--- config.mk ---
export PLATFORM = sky130hd
export DESIGN_NAME = sine_table_reader_flat
export DESIGN_NICKNAME = d
export VERILOG_FILES = /design/src/rtl/sine_reader_pkg.sv /design/src/rtl/sine_table_reader_if.sv /design/src/rtl/phase_accumulator.sv /design/src/rtl/sine_table_reader.sv /design/src/flat_wrapper.sv
export SDC_FILE = /design/constraint.sdc
export NUM_CORES = 1
export LEC_CHECK = 0
export CORE_UTILIZATION = 40
export CTS_CLUSTER_SIZE = 8
export DETAILED_ROUTE_END_ITERATION = 10
export PLACE_DENSITY = 0.64
export SKIP_CTS_REPAIR_TIMING = 1
export SLEW_MARGIN = 20
export SYNTH_ARGS = -nofsm -noshare
export SYNTH_HDL_FRONTEND = slang
export SYNTH_SLANG_ARGS = --single-unit
--- constraint.sdc ---
create_clock -name clk -period 3 [get_ports clk]
set_input_delay 0.6 -clock clk [delete_from_list [all_inputs] [get_ports clk]]
set_output_delay 0.6 -clock clk [all_outputs]
set_load 0.01 [all_outputs]
--- src/rtl/sine_reader_pkg.sv ---
// Shared types, default widths and the phase-to-address helper for the sine table reader.
package sine_reader_pkg;

    localparam int unsigned DefPhaseW = 32;
    localparam int unsigned DefAddrW  = 16;
    localparam int unsigned DefDataW  = 8;
    localparam int unsigned DefMissW  = 8;

    typedef enum logic [1:0] {
        StIdle,
        StFetch,
        StValid
    } state_e;

    // Top addr_w bits of a phase_w-wide phase; valid for phase_w <= 64, addr_w < 64.
    function automatic logic [63:0] phase_to_addr(input logic [63:0] phase,
                                                  input int unsigned phase_w,
                                                  input int unsigned addr_w);
        return (phase >> (phase_w - addr_w)) & ((64'd1 << addr_w) - 64'd1);
    endfunction

endpackage

--- src/rtl/sine_table_reader_if.sv ---
// Sine RAM address/data side plus the outgoing sample stream of the table reader.
interface sine_table_reader_if
    import sine_reader_pkg::*;
#(
    parameter int unsigned ADDR_W = DefAddrW,
    parameter int unsigned DATA_W = DefDataW
);

    logic [ADDR_W-1:0] mem_addr;
    logic [DATA_W-1:0] mem_data;
    logic [DATA_W-1:0] sample;
    logic              sample_valid;
    logic              sample_ready;

    modport master (
        output mem_addr,
        input  mem_data,
        output sample,
        output sample_valid,
        input  sample_ready
    );

    modport slave (
        input  mem_addr,
        output mem_data,
        input  sample,
        input  sample_valid,
        output sample_ready
    );

endinterface

--- src/rtl/phase_accumulator.sv ---
// DDS phase accumulator: holds phase and increment, steps on strobe, wraps silently.
module phase_accumulator
    import sine_reader_pkg::*;
#(
    parameter int unsigned PHASE_W = DefPhaseW
) (
    input  logic               clk,
    input  logic               rst,
    input  logic               step,
    input  logic [PHASE_W-1:0] tune_word,
    input  logic               tune_load,
    input  logic               phase_clr,
    output logic [PHASE_W-1:0] phase
);

    logic [PHASE_W-1:0] phase_q, phase_d;
    logic [PHASE_W-1:0] inc_q;
    logic [PHASE_W-1:0] base;

    // A clear coinciding with a step makes the step start from zero.
    always_comb begin
        base    = phase_clr ? '0 : phase_q;
        phase_d = step ? base + inc_q : base;
    end

    always_ff @(posedge clk or posedge rst) begin
        if (rst) begin
            phase_q <= '0;
            inc_q   <= '0;
        end else begin
            phase_q <= phase_d;
            if (tune_load) begin
                inc_q <= tune_word;
            end
        end
    end

    assign phase = phase_q;

endmodule

--- src/rtl/sine_table_reader.sv ---
// Tick-paced DDS reader of a combinational sine RAM with a valid/ready sample output.
// Define SINE_READER_PHASE_OFFSET_EN to add the phase_off address offset input.
module sine_table_reader
    import sine_reader_pkg::*;
#(
    parameter int unsigned PHASE_W = DefPhaseW,
    parameter int unsigned ADDR_W  = DefAddrW,
    parameter int unsigned DATA_W  = DefDataW,
    parameter int unsigned MISS_W  = DefMissW
) (
    input  logic                  clk,
    input  logic                  rst,
    input  logic                  en,
    input  logic                  sample_tick,
    input  logic [PHASE_W-1:0]    tune_word,
    input  logic                  tune_load,
    input  logic                  phase_clr,
`ifdef SINE_READER_PHASE_OFFSET_EN
    input  logic [ADDR_W-1:0]     phase_off,
`endif
    sine_table_reader_if.master   bus,
    output logic [MISS_W-1:0]     missed
);

    state_e              state_q, state_d;
    logic                step;
    logic                miss_inc;
    logic                accept;
    logic [PHASE_W-1:0]  phase;
    logic [PHASE_W-1:0]  step_phase;
    logic [ADDR_W-1:0]   addr_calc;
    logic [ADDR_W-1:0]   mem_addr_q, mem_addr_d;
    logic [DATA_W-1:0]   sample_q, sample_d;
    logic                valid_q, valid_d;
    logic [MISS_W-1:0]   missed_q, missed_d;

    phase_accumulator #(
        .PHASE_W (PHASE_W)
    ) u_phase_accumulator (
        .clk       (clk),
        .rst       (rst),
        .step      (step),
        .tune_word (tune_word),
        .tune_load (tune_load),
        .phase_clr (phase_clr),
        .phase     (phase)
    );

    assign accept     = sample_tick & en;
    assign step_phase = phase_clr ? '0 : phase;

`ifdef SINE_READER_PHASE_OFFSET_EN
    assign addr_calc = ADDR_W'(phase_to_addr(64'(step_phase), PHASE_W, ADDR_W)) + phase_off;
`else
    assign addr_calc = ADDR_W'(phase_to_addr(64'(step_phase), PHASE_W, ADDR_W));
`endif

    always_comb begin
        state_d  = state_q;
        step     = 1'b0;
        miss_inc = 1'b0;
        sample_d = sample_q;
        valid_d  = valid_q;
        unique case (state_q)
            StIdle: begin
                if (accept) begin
                    step    = 1'b1;
                    state_d = StFetch;
                end
            end
            StFetch: begin
                // mem_addr has been stable for a full cycle, so mem_data is settled.
                sample_d = bus.mem_data;
                valid_d  = 1'b1;
                state_d  = StValid;
                miss_inc = accept;
            end
            StValid: begin
                if (bus.sample_ready) begin
                    valid_d = 1'b0;
                    if (accept) begin
                        step    = 1'b1;
                        state_d = StFetch;
                    end else begin
                        state_d = StIdle;
                    end
                end else begin
                    miss_inc = accept;
                end
            end
            default: state_d = StIdle;
        endcase
    end

    always_comb begin
        mem_addr_d = step ? addr_calc : mem_addr_q;
        missed_d   = (miss_inc && (missed_q != '1)) ? missed_q + 1'b1 : missed_q;
    end

    always_ff @(posedge clk or posedge rst) begin
        if (rst) begin
            state_q    <= StIdle;
            mem_addr_q <= '0;
            sample_q   <= '0;
            valid_q    <= 1'b0;
            missed_q   <= '0;
        end else begin
            state_q    <= state_d;
            mem_addr_q <= mem_addr_d;
            sample_q   <= sample_d;
            valid_q    <= valid_d;
            missed_q   <= missed_d;
        end
    end

    assign bus.mem_addr     = mem_addr_q;
    assign bus.sample       = sample_q;
    assign bus.sample_valid = valid_q;
    assign missed           = missed_q;

endmodule
--- src/flat_wrapper.sv ---
// flat-port wrapper written by rule: the top's interface ports become plain ports
module sine_table_reader_flat import sine_reader_pkg::*;
#(
    parameter int unsigned PHASE_W = DefPhaseW,
    parameter int unsigned ADDR_W  = DefAddrW,
    parameter int unsigned DATA_W  = DefDataW,
    parameter int unsigned MISS_W  = DefMissW
)
  (clk, rst, en, sample_tick, tune_word, tune_load, phase_clr, missed, bus_mem_addr, bus_mem_data, bus_sample, bus_sample_valid, bus_sample_ready);
  sine_table_reader_if #(.ADDR_W(ADDR_W), .DATA_W(DATA_W)) bus_i ();
  input  logic clk;
  input  logic rst;
  input  logic en;
  input  logic sample_tick;
  input  logic [PHASE_W-1:0] tune_word;
  input  logic tune_load;
  input  logic phase_clr;
  output logic [MISS_W-1:0] missed;
  output wire logic [$bits(bus_i.mem_addr)-1:0] bus_mem_addr;
  input wire logic [$bits(bus_i.mem_data)-1:0] bus_mem_data;
  output wire logic [$bits(bus_i.sample)-1:0] bus_sample;
  output wire logic [$bits(bus_i.sample_valid)-1:0] bus_sample_valid;
  input wire logic [$bits(bus_i.sample_ready)-1:0] bus_sample_ready;
  assign bus_mem_addr = bus_i.mem_addr;
  assign bus_i.mem_data = bus_mem_data;
  assign bus_sample = bus_i.sample;
  assign bus_sample_valid = bus_i.sample_valid;
  assign bus_i.sample_ready = bus_sample_ready;
  sine_table_reader #(.PHASE_W(PHASE_W), .ADDR_W(ADDR_W), .DATA_W(DATA_W), .MISS_W(MISS_W)) u_core (.clk(clk), .rst(rst), .en(en), .sample_tick(sample_tick), .tune_word(tune_word), .tune_load(tune_load), .phase_clr(phase_clr), .bus(bus_i), .missed(missed));
endmodule
==> metrics.md <==
| Metric | Value |
|---|---|
| Core area | `about 14,000 µm²` |
| Critical path class | `primary input to flop` |
| Fmax | `between 300 and 400 MHz` |
| Top post-synthesis cells by count | `dfrtp_1 (99), nand2_1 (94), mux2_2 (47)` |
| Post-Layout Cell Count | `~900` |
| Worst r2r src | `u_core.u_phase_accumulator.phase[0]` |
| Critical Path AT | `2.95 ns` |
| Largest net degree at the start of global routing | `100` |
| PD cells | `678 nW/µm²` |
| TritonCTS Sinks | `a little under 100` |
| Worst clock skew | `between 0.006 and 0.007 ns` |
| DIE AREA | `14,700 µm²` |
| Startpoint Class | `primary input` |
| Placed Instances | `903` |
| Post-place setup slack | `-0.484 ns` |
| Total track usage | `around 19%` |
| Worst Hold Path EP | `u_core.bus.mem_addr[7]` |
| Pre-antenna DRT Iters | `4` |
| Top-count cell post-synth | `dfrtp_1` |
| Slew margin rel. | `between 60% and 70%` |
| Vias in the first global route | `between 4,000 and 5,000` |
| Worst Path Required | `about 3.2 ns` |
| Area grow syn2layout | `36.7%` |
| Hold WC Path Type | `flop to flop` |
| Register-to-Register Path Depth | `11` |
| LEAKAGE | `~3.7 nW` |
| CP Cell Sequence | `dlymetal6s2s_1 -> buf_6 -> nor2b_1 -> ha_1 -> nand3_1 -> nor4_1 -> nor2_1 -> o211ai_1 -> nand4_1 -> a21oi_2 -> mux2i_1 -> o311ai_1` |
| Final Setup Violations | `0` |
| Layout cell share with drive strength beyond 1 | `24.6%` |
| CTS tree | `built` |
| Drt drc | `0` |
| Yosys warns | `0` |
| Post-synth top area share | `between 40 and 50%` |
| Crit Path Max Fanout | `8` |
| Routed vias/inst | `between 5 and 6` |
| Clk buf depth | `2` |
| Final worst setup slack | `roughly 0.28 ns` |
| Mapped Area | `approximately 5700 µm²` |
| First DRT Iteration DRCs | `140` |
| Die Span Y | `around 120 µm` |
| Placer Congestion | `between 0.8 and 0.9` |
| Sequential element share of the synthesized area | `43.5%` |
| N_diodes | `0` |
| RSZ-0062 raised after global routing | `no` |
| Hold path cells | `2` |
| Total wire length | `~13 mm` |
| Peak supply drop | `539 µV` |
| Worst slew pin tran | `0.514 ns` |
| Max stage delay cell, worst path | `ha_1` |
| Skew-Pair Late Insertion Delay | `0.36 ns` |
| RR Endpoint | `u_core.u_phase_accumulator.phase[16]` |
| Crit share post-route | `90.6%` |
| Rows | `between 40 and 50` |
| Routed vias | `between 4,000 and 5,000` |
| Max_cap viols | `0` |
| EDFF count, synth | `0` |
| Clk slew on worst S/H paths | `0.07 ns` |
| Initial antenna violation count | `0` |
| Net Count, Synth | `~650` |
| Status | `finished clean` |
| Top cells by area, synth | `dfrtp_1 (43%), mux2_2 (9.3%), ha_1 (7.9%)` |
| Avg Synthesized Cell Area | `9.99 µm²` |
| Cell count after synthesis | `570` |
| Die X | `121 µm` |
| Synth area leader | `dfrtp_1` |
| Nets | `820` |
| Async S/R FF share, synth | `100%` |
| Initial Util | `41.0%` |
| Max-slew violation count | `0` |
| Htree depth | `3` |
| CP max stage delay | `roughly 0.37 ns` |
| R2R Setup Slk | `~0.38 ns` |
| Root buf cell | `clkbuf_16` |
| Final Hold Fails | `0` |
| Fin crit period | `2.72 ns` |
| Drt wl/cell | `approximately 14 µm` |
| Post-route ant nets | `0` |
| CTS Buf Count | `9` |
| Port Buf Inserts | `79` |
| First-pass GRT wire length | `~22 mm` |
| Distinct cells, synth | `between 50 and 60` |
| #FFs+latches synth | `between 90 and 100` |
| GRT overflow | `0` |
| Number of top-level pins | `80` |
| Detailed placement HPWL | `roughly 9.6 mm` |
| Crit end category | `flop` |
| Top_reg_cell synth | `dfrtp_1` |
| Hold Path Origin | `u_core.bus.mem_addr[7]` |
sequential cells by signal, indices dropped and copies added, names as in the netlist:
signal and flops:
u_core.bus.mem_addr 16, u_core.bus.sample 8, u_core.bus.sample_valid 1, u_core.missed 8
u_core.state_q 2, u_core.u_phase_accumulator.inc_q 32, u_core.u_phase_accumulator.phase 32
stage by stage:
| step | hold WS [ns] | setup TNS (ns) | area (µm²) | util, % | power (mW) |
|---|---|---|---|---|---|
| after CTS | 0.479 | -0.791 | 7740 | 55.8 | 5.32 |
| after floorplan | 0.487 | 0 | 5700 | - | 3.04 |
| after detailed placement | 0.462 | -7.43 | 7410 | 53.4 | 3.99 |
| after global placement | 0.457 | -5.88 | 7410 | 53.4 | 3.93 |
| final | 0.474 | 0 | 7780 | 56.1 | 5.28 |
| after global routing | 0.507 | 0 | 7780 | 56.1 | 5.63 |
worst max-delay path by stage:
| stage | from | to | slack, ns | cells past startpoint |
|---|---|---|---|---|
| 2_1_floorplan | phase_clr | u_core.u_phase_accumulator.phase[30] | 0.02 | 12 |
| 3_3_place_gp | phase_clr | u_core.u_phase_accumulator.phase[30] | -0.41 | 13 |
| 3_5_place_dp | phase_clr | u_core.u_phase_accumulator.phase[25] | -0.48 | 12 |
| 4_1_cts | phase_clr | u_core.u_phase_accumulator.phase[30] | -0.11 | 13 |
| 5_1_grt | phase_clr | u_core.u_phase_accumulator.phase[25] | 0.13 | 12 |
| 6_report | phase_clr | u_core.u_phase_accumulator.phase[25] | 0.28 | 12 |
cell families (layout without fill, tap and decap cells):
| logic type | after synthesis | count (layout) | synth area share (%) |
|---|---|---|---|
| muxes | 49 | 49 | 9.64 |
| AOI/OAI and AO/OA | 131 | 131 | 15.4 |
| buffers and inverters | 36 | 207 | 2.53 |
| xor gates and xnor gates | 33 | 33 | 5.07 |
| and+or+nand+nor | 185 | 185 | 15.6 |
| DFF | 99 | 99 | 43.5 |
| adders and majority gates | 37 | 37 | 8.26 |
power breakdown:
| group | total (mW) | internal, mW | leakage, nW | switching [mW] |
|---|---|---|---|---|
| logic | 2.18 | 1.17 | 2.31 | 1.01 |
| registers | 1.81 | 1.65 | 1.26 | 0.155 |
| clock network | 1.29 | 0.748 | 0.164 | 0.546 |
cell type report:
class | count | area (µm²)
clock buffer | 9 | 225
clock inverter | 7 | 109
fill | 1245 | 6100
inverter | 11 | 45.0
multi-input combinational | 435 | 3100
sequential | 99 | 2480
tap | 180 | 225
timing repair buffer | 180 | 1610
worst max-delay path, delay by kind of cell:
family,cells,cell delay (ns)
multiplexers,1,0.20
buffers and inverters,2,0.36
adder cells (fa/ha/maj),1,0.37
AO/OA/AOI/OAI,3,0.63
AND/OR/NAND/NOR,5,0.79
cell usage in the layout, fill, tap and decap left out, drive strengths merged, types with 4 or more instances in the layout:
master | synthesis | final
buf | 6 | 101
dfrtp | 99 | 99
nand2 | 94 | 94
clkdlybuf4s50 | 0 | 78
mux2 | 47 | 47
o21ai | 40 | 40
ha | 36 | 36
nor2b | 35 | 35
a21oi | 32 | 32
a21o | 25 | 25
xnor2 | 21 | 21
inv | 11 | 13
nor2 | 12 | 12
xor2 | 12 | 12
nand3 | 11 | 11
clkbuf | 19 | 9
and3 | 9 | 9
nand4 | 8 | 8
o21bai | 8 | 8
a31oi | 5 | 5
nor3 | 5 | 5
nand2b | 4 | 4
per-layer routing:
layer / track usage (%) / wire [µm]
met2: 32.8 / 6180
met4: 7.33 / 262
met5: 0 / 0
met3: 4.65 / 548
met1: 23.3 / 5960
Power figures use the tool's default switching activity.
